--- src/rtl/if_stage.sv ---
// Instruction fetch stage with IF/ID pipeline register and a one-entry skid buffer.
// One outstanding imem request at a time; PCCR redirects, LRCR saves a link address.
module if_stage #(
    parameter int              IW       = 16,
    parameter int              AW       = 8,
    parameter logic [AW-1:0]   RESET_PC = '0,
    parameter logic [3:0]      NOP_OP   = 4'h0
) (
    input  logic          clk,
    input  logic          rst,
    output logic          imem_req,
    output logic [AW-1:0] imem_addr,
    input  logic          imem_ack,
    input  logic [IW-1:0] imem_rdata,
    input  logic          stall,
    input  logic          PCCR,
    input  logic [AW-1:0] pc_target,
    input  logic          LRCR,
    output logic [3:0]    Oi,
    output logic [IW-1:0] ifid_instr,
    output logic [AW-1:0] ifid_pc,
    output logic          ifid_valid,
    output logic [AW-1:0] lr_out
);

    typedef enum logic {
        FETCH = 1'b0,
        HOLD  = 1'b1
    } state_t;

    state_t        state, state_n;
    logic [AW-1:0] pc, pc_n;
    logic [IW-1:0] ifid_instr_n;
    logic [AW-1:0] ifid_pc_n;
    logic          ifid_valid_n;
    logic [IW-1:0] skid_instr, skid_instr_n;
    logic [AW-1:0] skid_pc, skid_pc_n;
    logic          skid_valid, skid_valid_n;
    logic [AW-1:0] lr_n;
    logic          ifid_free;

    assign imem_req  = (state == FETCH) && !rst;
    assign imem_addr = pc;
    assign Oi        = ifid_valid ? ifid_instr[IW-1:IW-4] : NOP_OP;
    assign ifid_free = !ifid_valid || !stall;

    always_comb begin
        state_n      = state;
        pc_n         = pc;
        ifid_instr_n = ifid_instr;
        ifid_pc_n    = ifid_pc;
        ifid_valid_n = ifid_valid;
        skid_instr_n = skid_instr;
        skid_pc_n    = skid_pc;
        skid_valid_n = skid_valid;
        lr_n         = lr_out;

        if (PCCR) begin
            // Redirect wins: any ack this cycle is dropped and the skid is discarded.
            pc_n         = pc_target;
            ifid_valid_n = 1'b0;
            skid_valid_n = 1'b0;
            state_n      = FETCH;
        end else begin
            case (state)
                FETCH: begin
                    if (imem_ack) begin
                        pc_n = pc + AW'(1);
                        if (ifid_free) begin
                            ifid_instr_n = imem_rdata;
                            ifid_pc_n    = pc;
                            ifid_valid_n = 1'b1;
                        end else begin
                            skid_instr_n = imem_rdata;
                            skid_pc_n    = pc;
                            skid_valid_n = 1'b1;
                            state_n      = HOLD;
                        end
                    end else if (ifid_valid && !stall) begin
                        ifid_valid_n = 1'b0;
                    end
                end
                HOLD: begin
                    if (!stall) begin
                        ifid_instr_n = skid_instr;
                        ifid_pc_n    = skid_pc;
                        ifid_valid_n = 1'b1;
                        skid_valid_n = 1'b0;
                        state_n      = FETCH;
                    end
                end
                default: state_n = FETCH;
            endcase
        end

        if (LRCR) begin
            lr_n = ifid_pc + AW'(1);
        end
    end

    always_ff @(posedge clk) begin
        if (rst) begin
            state      <= FETCH;
            pc         <= RESET_PC;
            ifid_instr <= '0;
            ifid_pc    <= '0;
            ifid_valid <= 1'b0;
            skid_instr <= '0;
            skid_pc    <= '0;
            skid_valid <= 1'b0;
            lr_out     <= '0;
        end else begin
            state      <= state_n;
            pc         <= pc_n;
            ifid_instr <= ifid_instr_n;
            ifid_pc    <= ifid_pc_n;
            ifid_valid <= ifid_valid_n;
            skid_instr <= skid_instr_n;
            skid_pc    <= skid_pc_n;
            skid_valid <= skid_valid_n;
            lr_out     <= lr_n;
        end
    end

endmodule
--- config.mk ---
export PLATFORM = sky130hd
export DESIGN_NAME = if_stage
export DESIGN_NICKNAME = d
export VERILOG_FILES = /design/src/rtl/if_stage.sv
export SDC_FILE = /design/constraint.sdc
export NUM_CORES = 1
export LEC_CHECK = 0
export BUFFER_PORTS_ARGS = -buffer_cell sky130_fd_sc_hd__buf_2
export CAP_MARGIN = 5
export CELL_PAD_IN_SITES_DETAIL_PLACEMENT = 0
export CELL_PAD_IN_SITES_GLOBAL_PLACEMENT = 1
export CORE_UTILIZATION = 35
export CTS_BUF_LIST = sky130_fd_sc_hd__clkbuf_4
export CTS_CLUSTER_SIZE = 14
export DETAILED_ROUTE_END_ITERATION = 12
export GPL_ROUTABILITY_DRIVEN = 0
export PLACE_DENSITY_LB_ADDON = 0.1
export SKIP_CTS_REPAIR_TIMING = 1
export SLEW_MARGIN = 20
export SYNTH_ARGS = -nofsm -noshare
export SYNTH_HDL_FRONTEND = slang
export SYNTH_SLANG_ARGS = --single-unit
--- constraint.sdc ---
create_clock -name clk -period 3.9 [get_ports clk]
set_input_delay 0.195 -clock clk [delete_from_list [all_inputs] [get_ports clk]]
set_output_delay 0.195 -clock clk [all_outputs]
set_load 0.01 [all_outputs]
==> metrics.md, run 1 <==
| Metric | Value |
|---|---|
| Status | finished, final reports clean |
| Pint | about 910 uW |
| CTS clk-pin slew, worst paths | 100 ps |
| CTS root buf | clkbuf_4 |
| VDD IR max | around 0.14 mV |
| Max Freq | ~0.43 GHz |
| Final period utilization | 60.0% |
| CP Data Required Time | a little over 4000 ps |
| Hold WS | 48.3 ps |
| 1st-iter DRT viols | between 90 and 100 |
| Worst-Margin Slew | about 990 ps |
| Data arrival, critical path | about 2600 ps |
| Met1 GRT Util | roughly a quarter |
| Overflow after GRT | 0 |
| Final wirelength | between 8000 and 9000 um |
| Busiest layer in global routing | met2 |
| Core Area | about 8700 um2 |
| DIE HEIGHT | 96.3 um |
| N_diodes | 0 |
| Sink Count | 66 |
| Syn_area_per_cell | a little over 9 um2 |
| Fill cells | roughly 920 |
| Pwr/cell area | between 300 and 400 nW/um2 |
| Yosys cell types | 38 |
| DPL Wire Length | between 5000 and 6000 um |
| Antenna-violating nets left | 0 |
| Final net count | 422 |
| Comb pwr share | around 15% |
| Die area | ~9300 um2 |
| Clk pwr share | about 28% |
| Clk Latency, worst-skew pair | between 400 and 500 ps |
| Ports | 76 |
| Routed WL per cell | between 15 and 20 um |
| Vias in the first global route | 2469 |
| CTS Buffer Depth | 2 |
| Initial core utilization | between 30% and 40% |
| Min Tclk post-route | between 2000 and 2500 ps |
| CP Launch Type | register |
| Cell Count, Final, Fillers Out | 502 |
| Synth area leader | dfxtp_1 |
| Most frequent cells after synthesis | dfxtp_1, a21oi_1, o21ai_0 |
| Global routing usage on met2 | between 30% and 40% |
| CTS H-tree lvls | 3 |
| Crit Path Class | reg2reg |
| P_sw | ~380 uW |
| YS warnings | 0 |
| Xor/xnor cell area share of the yosys netlist | ~1.4% |
| Area of the multi-input gates | ~1600 um2 |
| Routing usage on met3 | 4.58% |
| Final Slew Violations | 0 |
| Area share of and/or/nand/nor cells after synthesis | between 10 and 15% |
| CP Max Fanout | 36 |
| Share of layout cells above drive strength 1 | between 20 and 30% |
| P_leak | approximately 1.3 nW |
| Top cell type's share of synthesized area | a little over two fifths |
| Largest net degree at the start of global routing | 45 |
| CTS buffer count | 9 |
| CTS tree | yes |
| Utilization after layout | roughly two fifths |
| EDFF count, synth | 0 |
| Setup TNS | 0 ps |
| Synth async-reset ratio | 0% |
| Post-synthesis mux area share | approximately 8.4% |
| Antenna violations before repair | 0 |
| Main flop type after synthesis | dfxtp_1 |
| Num rows | 34 |
| Placed insts | slightly below 500 |
| Ranking of synthesized cells by area | dfxtp_1, mux2i_1, a211oi_2 |
| DRT Pass-1 Iters | 4 |
| Area Overhead vs Synth | 14.4% |
| Sw Ratio | 29.6% |
| Worst slew margin | 34.1% |
| Seq cells post-synth | between 60 and 70 |
| Final Hold Fails | 0 |
| Total of max-cap violations | 0 |
| Post-synthesis compound-gate area fraction | a little over a quarter |
| Combinational family with the most area after synthesis | compound AO/OA/AOI/OAI gates |
| # setup viols final | 0 |
| RSZ-0062 raised after global routing | no |
| Flop pwr share | a little under three fifths |
| Syn Inst Count | roughly 330 |
| Port Buffers | 75 |
| Most frequent cell after synthesis | dfxtp_1 |
| Die W | 96.3 um |
| Vias per std cell | 5.35 |
| # DRC | 0 |
| Worst min path class | in2reg |
| Register area | around 1300 um2 |
| Post-synthesis net count | 366 |
| Synth Area in Adders | less than 1% |
| CP Capture Type | register |
| Clock skew | approximately 21 ps |
| Post-Syn Area | between 3000 and 4000 um2 |
| GRT Util Overall | 18.7% |
| Seq/Total Area, Yosys | 42.4% |
| Global-route wire length before repair | roughly 13000 um |
| DR vias | approximately 2.7k |
-- cells by family after synthesis --
kind of cell	after synthesis
xor gates and xnor gates	5
AOI/OAI and AO/OA	125
DFF	66
adders and majority gates	2
muxes	26
and+or+nand+nor	71
buffers and inverters	39
-- flip-flops by register name (all words and copies together), names as in the netlist --
register	count
ifid_valid	1
skid_pc	8
imem_addr	8
ifid_pc	8
ifid_instr	16
lr_out	8
state	1
skid_instr	16
-- layout by cell type, fill, tap and decap left out, types with 3 or more instances in the layout --
cell type,n
a211oi_1,12
a211oi_2,20
a21oi_1,49
a311oi_1,6
and2_1,4
buf_2,75
buf_4,4
clkbuf_4,10
clkinv_2,3
dfxtp_1,65
inv_1,5
mux2i_1,26
nand3_1,29
nand4_1,3
nor2_1,15
o21ai_0,31
or3_1,6
xnor2_1,3
-- routing by layer --
layer  wire length, um  vias to the layer above  part of all wire (%)
li1                  -                     1357                     -
met1              3930                     1270                    48
met2              3910                       52                    47
met3               324                        6                   3.9
met4                74                        0                  0.90
met5                 0                        -                     0
-- per-stage QoR --
stage	power [mW]	cell area [um2]	setup WS (ps)
after global routing	1.37	3560	1330
after global placement	0.945	3470	1580
final	1.29	3560	1560
after floorplan	0.871	3110	2490
after CTS	1.32	3560	1540
after detailed placement	0.946	3470	1550
-- power groups by stage --
stage	logic, mW	registers (mW)	clock network, mW
2_1_floorplan	0.112	0.759	0
5_1_grt	0.209	0.746	0.413
3_5_place_dp	0.190	0.756	0
6_report	0.188	0.740	0.363
3_3_place_gp	0.189	0.756	0
4_1_cts	0.191	0.741	0.386
-- worst paths after layout --
kind / endpoint / start / depth (start not counted) / slack [ps]
max: skid_instr[15] / state / 3 / 1560
min: skid_instr[3] / imem_rdata[3] / 3 / 50
max reg2reg: skid_instr[15] / state / 3 / 1560
min reg2reg: skid_pc[3] / skid_pc[3] / 2 / 480
-- critical path, cell delays in order, from the launching register on --
cell	delay [ps]
dfxtp_2	630
nand4b_1	980
o21ai_0	470
a21oi_1	110
-- final cells by class --
| class | count | share of cell area [%] |
|---|---|---|
| Multi-Input combinational cell | 229 | 44.5 |
| Clock inverter | 5 | 0.632 |
| Tap cell | 108 | 3.79 |
| Sequential cell | 66 | 37.1 |
| Clock buffer | 10 | 2.11 |
| Timing Repair Buffer | 79 | 11.4 |
| Inverter | 5 | 0.527 |
Power figures use the tool's default switching activity.
==> inputs of run 2 (changes only) <==
- ABC_AREA: default -> 1
- clock period: 3.9 -> 2.3 ns (I/O delays scaled with it)
==> metrics.md, run 2 <==
| Metric | Value |
|---|---|
| Crit-path cells | buf_4 > nor2_1 > buf_2 (was nand4b_1 > o21ai_0 > a21oi_1) |
| Overflow after GRT | 0 (unchanged) |
| Sink Count | 66 (unchanged) |
| Worst min path class | in2reg (unchanged) |
| Ranking of synthesized cells by area | dfxtp_1, nor2_1, nand2_1 (was dfxtp_1, mux2i_1, a211oi_2) |
| DPL Wire Length | 4700 um (was 5260 um) |
| CP Launch Type | register (unchanged) |
| Final wirelength | 7330 um (was 8240 um) |
| # DRC | 0 (unchanged) |
| Worst hold start | stall (was imem_rdata[3]) |
| CP Capture Type | output pin (was register) |
| Most frequent cell after synthesis | nor2_1 (was dfxtp_1) |
| VDD IR max | 0.203 mV (was 0.138 mV) |
| Clock skew | 16.9 ps (was 21.3 ps) |
| Worst slew margin | 64.9% (was 34.1%) |
| P_leak | 1.84 nW (was 1.33 nW) |
| CTS buffer count | 9 (unchanged) |
| Worst-Margin Slew | 527 ps (was 988 ps) |
| Syn Inst Count | 439 (was 334) |
| Status | finished, final reports clean (unchanged) |
| Pint | 1.55 mW (was 908 uW) |
| Initial core utilization | 36.2% (was 35.9%) |
| Ports | 76 (unchanged) |
| Setup TNS | 0 ps (unchanged) |
| Yosys cell types | 26 (was 38) |
| Dpl cell area | 3380 um2 (was 3470 um2) |
| Flop pwr share | 57.7% (was 57.3%) |
| Synth async-reset ratio | 0% (unchanged) |
| Synth area leader | dfxtp_1 (unchanged) |
| Routed WL per cell | 11.7 um (was 16.4 um) |
| Worst r2r src | ifid_valid (was state) |
| Flop2flop setup slack | 750 ps (was 1560 ps) |
| Final period utilization | 67.6% |
| R2R Path End | skid_pc[4] (was skid_instr[15]) |
| Sw Ratio | 28.3% (was 29.6%) |
| Area Overhead vs Synth | 23.1% (was 14.4%) |
| Antenna violations before repair | 0 (unchanged) |
| Crit Path Class | reg2out (was reg2reg) |
| DR vias | 2908 (was 2685) |
| Vias in the first global route | 2524 (was 2469) |
| Crit-path max cell delay | 430 ps (was 980 ps) |
| Syn_area_per_cell | 6.77 um2 (was 9.32 um2) |
| Commonest non-fill, non-tap cell in the layout | nor2_1 (was buf_2) |
| Min Tclk post-route | ~1600 ps |
| Clk pwr share | 27.4% (was 28.1%) |
| Num rows | 33 (was 34) |
| Main flop type after synthesis | dfxtp_1 (unchanged) |
| Die area | 8860 um2 (was 9280 um2) |
| CTS clk-pin slew, worst paths | 100 ps (about the same) |
| # setup viols final | 0 (unchanged) |
| Top flop regs | ifid_instr x16, skid_instr x16 (unchanged) |
| Share of layout cells above drive strength 1 | 18.7% (was 29.7%) |
| Post-synthesis net count | 471 (was 366) |
| Top cell type's share of synthesized area | 44.5% (was 42.4%) |
| P_sw | 610 uW (was 383 uW) |
| Total of max-cap violations | 0 (unchanged) |
| CP Max Fanout | 31 (was 36) |
| CP Data Required Time | 2180 ps (was 4140 ps) |
| CTS root buf | clkbuf_4 (unchanged) |
| Vias per std cell | 4.62 (was 5.35) |
| Pwr/cell area | 590 nW/um2 (was 362 nW/um2) |
| Antenna-violating nets left | 0 (unchanged) |
| Die W | 94.1 um (was 96.3 um) |
| Slowest cell on the critical path | dfxtp_1 (was nand4b_1) |
| Hold path depth | 3 (unchanged) |
| CTS tree | yes (unchanged) |
| Largest net degree at the start of global routing | 56 (was 45) |
| Core Area | 8220 um2 (was 8680 um2) |
| Post-Syn Area | 2970 um2 (was 3110 um2) |
| 1st-iter DRT viols | 113 (was 91) |
| Global-route wire length before repair | 11900 um (was 13100 um) |
| EDFF count, synth | 0 (unchanged) |
| CTS H-tree lvls | 3 (unchanged) |
| N_diodes | 0 (unchanged) |
| Port Buffers | 75 (unchanged) |
| Worst Hold End | state (was skid_instr[3]) |
| CTS Buffer Depth | 2 (unchanged) |
| Comb pwr share | 14.9% (was 14.6%) |
| Most frequent cells after synthesis | nor2_1, nand2_1, dfxtp_1 (was dfxtp_1, a21oi_1, o21ai_0) |
| Clk Latency, worst-skew pair | 400 ps (was 410 ps) |
| DIE HEIGHT | 94.1 um (was 96.3 um) |
| Data arrival, critical path | 1440 ps (was 2580 ps) |
| YS warnings | 0 (unchanged) |
| Final net count | 555 (was 422) |
| RSZ-0062 raised after global routing | no (unchanged) |
| Final Hold Fails | 0 (unchanged) |
| Fin area | 3660 um2 (was 3560 um2) |
| Final Slew Violations | 0 (unchanged) |
| Max Freq | 0.643 GHz |
| DRT Pass-1 Iters | 4 (unchanged) |
| Seq/Total Area, Yosys | 44.5% (was 42.4%) |
| Seq cells post-synth | 66 (unchanged) |
| Most frequent cells in the layout | nor2_1, nand2_1, buf_2 (was buf_2, dfxtp_1, a21oi_1) |
| Worst reg2reg path depth | 7 (was 3) |
| GRT Util Overall | 17.3% (was 18.7%) |
run 2: cell families (layout without fill, tap and decap cells):
group	after synthesis	after routing	share of synthesized area [%]
AO/OA/AOI/OAI	61	61	10.6
XOR/XNOR	6	6	1.77
AND/OR/NAND/NOR	253	253	34.2
adder cells (fa/ha/maj)	2	2	0.842
buffers and inverters	51	136	8.13
flip-flops	66	66	44.5
run 2: layer usage:
layer  track usage (%)  vias to the layer above  routed length (um)
met5                 0                        -                   0
met3              3.88                       10                 342
met4              7.69                        0                 108
met1              23.3                     1274                3790
li1                  -                     1551                   -
met2              26.4                       73                3090
run 2: critical path, delay by kind of cell (launching register included):
family	cells	cell delay, ps
buf+inv	2	520
flops	1	430
simple gates	1	90
run 2: power groups by stage:
stage / Combinational, mW / Sequential, mW / Clock (mW)
final: 0.321 / 1.24 / 0.590
after global routing: 0.369 / 1.25 / 0.676
after CTS: 0.301 / 1.25 / 0.628
after detailed placement: 0.299 / 1.27 / 0
after global placement: 0.299 / 1.27 / 0
after floorplan: 0.169 / 1.29 / 0
run 2: metrics by stage:
step | std cells | power, mW | hold WS [ps] | util [%] | setup WS (ps)
after global routing | 629 | 2.30 | 6.61 | 44.5 | 573
after floorplan | 439 | 1.45 | 250 | - | 993
after CTS | 610 | 2.17 | -75.3 | 42.2 | 726
after detailed placement | 598 | 1.57 | 365 | 41.2 | 747
after global placement | 598 | 1.57 | 358 | 41.2 | 790
final | 629 | 2.16 | 12.6 | 44.5 | 745
run 2: how the worst max path moves through the flow:
stage / startpoint / endpoint / slack, ps / depth (start not counted)
2_1_floorplan: ifid_valid / skid_pc[1] / 990 / 8
3_3_place_gp: ifid_valid / skid_pc[3] / 790 / 7
3_5_place_dp: ifid_valid / skid_pc[4] / 750 / 7
4_1_cts: state / imem_req / 730 / 3
5_1_grt: ifid_valid / skid_pc[7] / 570 / 7
6_report: state / imem_req / 750 / 3
run 2: area by class of cell:
| class | instances | area (um2) |
|---|---|---|
| Sequential cell | 66 | 1320 |
| Fill cell | 879 | 4560 |
| Multi-Input combinational cell | 322 | 1410 |
| Clock buffer | 10 | 75.1 |
| Inverter | 26 | 97.6 |
| Timing Repair Buffer | 98 | 608 |
| Clock inverter | 2 | 8.76 |
| Tap cell | 105 | 131 |
==> inputs of run 3 (changes only) <==
- ABC_AREA: 1 -> 0
- clock period: 2.3 -> 1.51 ns (I/O delays scaled with it)
==> metrics.md, run 3 (synthesis gave the netlist of run 1 again) <==
| Metric | Value |
|---|---|
| Most frequent cells in the layout | buf_2, dfxtp_1, a21oi_1 (was nor2_1, nand2_1, buf_2) |
| Final Slew Violations | 0 (unchanged) |
| Clk Latency, worst-skew pair | 410 ps (was 400 ps) |
| Port Buffers | 75 (unchanged) |
| Routed WL per cell | 16.4 um (was 11.7 um) |
| Area Overhead vs Synth | 29.7% (was 23.1%) |
| DR vias | 2865 (was 2908) |
| Global-route wire length before repair | 13600 um (was 11900 um) |
| Fin area | 4040 um2 (was 3660 um2) |
| Final WS setup | 155 ps (was 745 ps) |
| GRT Util Overall | 19.9% (was 17.3%) |
| Final wirelength | 8960 um (was 7330 um) |
| # setup viols final | 0 (unchanged) |
| R2R Path End | imem_addr[6] (was skid_pc[4]) |
| CTS H-tree lvls | 3 (unchanged) |
| CP Max Fanout | 9 (was 31) |
| Status | finished, final reports clean (unchanged) |
| Worst min path class | in2reg (unchanged) |
| Final period utilization | ~90% |
| Worst slew margin | 57.9% (was 64.9%) |
| Num rows | 34 (was 33) |
| Die area | 9280 um2 (was 8860 um2) |
| Initial core utilization | 35.9% (was 36.2%) |
| Antenna-violating nets left | 0 (unchanged) |
| Crit Path Class | reg2reg (was reg2out) |
| CP Capture Type | register (was output pin) |
| Pre-CTS setup slack | 113 ps (was 747 ps) |
| Max Freq | roughly 0.74 GHz |
| Placed insts | 507 (was 598) |
| Worst-Margin Slew | 631 ps (was 527 ps) |
| Vias in the first global route | 2561 (was 2524) |
| Data arrival, critical path | 1670 ps (was 1440 ps) |
| RSZ-0062 raised after global routing | no (unchanged) |
| VDD IR max | 0.460 mV (was 0.203 mV) |
| Worst reg2reg path depth | 3 (was 7) |
| Final Hold Fails | 0 (unchanged) |
| Flop2flop setup slack | 150 ps (was 750 ps) |
| CTS Buffer Depth | 2 (unchanged) |
| Sink Count | 66 (unchanged) |
| CTS clk-pin slew, worst paths | 120 ps (was 100 ps) |
| # DRC | 0 (unchanged) |
| Total of max-cap violations | 0 (unchanged) |
| DRT Pass-1 Iters | 4 (unchanged) |
| Share of layout cells above drive strength 1 | 31.7% (was 18.7%) |
| DIE HEIGHT | 96.3 um (was 94.1 um) |
| CP Launch Type | register (unchanged) |
| Min Tclk post-route | approximately 1400 ps |
| Commonest non-fill, non-tap cell in the layout | buf_2 (was nor2_1) |
| Ports | 76 (unchanged) |
| Setup TNS | 0 ps (unchanged) |
| Antenna violations before repair | 0 (unchanged) |
| DPL Wire Length | 5880 um (was 4700 um) |
| Top flop regs | ifid_instr x16, skid_instr x16 (unchanged) |
| Clock skew | 19.1 ps (was 16.9 ps) |
| Pwr/cell area | 891 nW/um2 (was 590 nW/um2) |
| Vias per std cell | 5.25 (was 4.62) |
| N_diodes | 0 (unchanged) |
| P_leak | 1.56 nW (was 1.84 nW) |
| Die W | 96.3 um (was 94.1 um) |
| Core Area | 8680 um2 (was 8220 um2) |
| Overflow after GRT | 0 (unchanged) |
| 1st-iter DRT viols | 145 (was 113) |
| Worst r2r src | imem_addr[3] (was ifid_valid) |
| Critical Path Start | imem_addr[3] (was state) |
| Final net count | 467 (was 555) |
| CTS buffer count | 9 (unchanged) |
| Hold WS | 54.0 ps (was 12.6 ps) |
| Dpl cell area | 3670 um2 (was 3380 um2) |
| CP Data Required Time | 1820 ps (was 2180 ps) |
| CTS root buf | clkbuf_4 (unchanged) |
| Hold path depth | 2 (was 3) |
| CP endpoint | imem_addr[6] (was imem_req) |
| Cell Count, Final, Fillers Out | 546 (was 629) |
| Largest net degree at the start of global routing | 25 (was 56) |
| CTS tree | yes (unchanged) |
## run 3: cell count changes in the layout (fill, tap and decap cells not counted), sizes merged, moves of 5 or more
| cell | before | now |
|---|---|---|
| a211oi | 1 | 32 |
| a21oi | 18 | 49 |
| a311oi | 0 | 6 |
| and2 | 0 | 5 |
| buf | 79 | 99 |
| dlygate4sd3 | 19 | 25 |
| inv | 26 | 5 |
| mux2i | 0 | 26 |
| nand2 | 98 | 2 |
| nor2 | 121 | 15 |
| o21ai | 38 | 32 |
| or3 | 0 | 6 |
## run 3: routing by layer
metal  vias up  track usage, %  wire length (um)
met3         7            6.08               357
met4         0            4.53                85
li1       1437               -                 -
met1      1366            24.6              4080
met2        55            33.8              4440
met5         -               0                 0
## run 3: through the flow
step / power (mW) / utilization [%]
2_1_floorplan: 2.25 / -
3_3_place_gp: 2.49 / 42.2
3_5_place_dp: 2.50 / 42.2
4_1_cts: 3.60 / 43.6
5_1_grt: 3.79 / 46.5
6_report: 3.60 / 46.5
## run 3: critical path, cell delays in order, from the launching register on
cell and delay, ps:
dfxtp_1 510, nand4_1 160, or3_1 360, a311oi_1 250
## run 3: final cells by class
| cell class | count | area [um2] |
|---|---|---|
| Tap cell | 108 | 135 |
| Inverter | 5 | 18.8 |
| Timing Repair Buffer | 124 | 856 |
| Clock inverter | 5 | 47.5 |
| Multi-Input combinational cell | 229 | 1580 |
| Clock buffer | 9 | 67.6 |
| Fill cell | 875 | 4640 |
| Sequential cell | 66 | 1330 |
## run 3: power breakdown
group	leakage (nW)	internal [mW]	switching [mW]	total (mW)
sequential	0.542	1.82	0.0766	1.90
clock	0.0665	0.472	0.624	1.10
combinational	0.947	0.279	0.323	0.603
total	1.56	2.57	1.02	3.60
## run 3: worst min path at each step
stage                   start  slack [ps]        endpoint
2_1_floorplan   imem_rdata[0]         220   skid_instr[0]
3_3_place_gp   imem_rdata[11]         340  skid_instr[11]
3_5_place_dp     pc_target[3]         350    imem_addr[3]
4_1_cts         imem_rdata[5]        -120   skid_instr[5]
5_1_grt                  LRCR          50       lr_out[0]
6_report                 LRCR          50       lr_out[0]
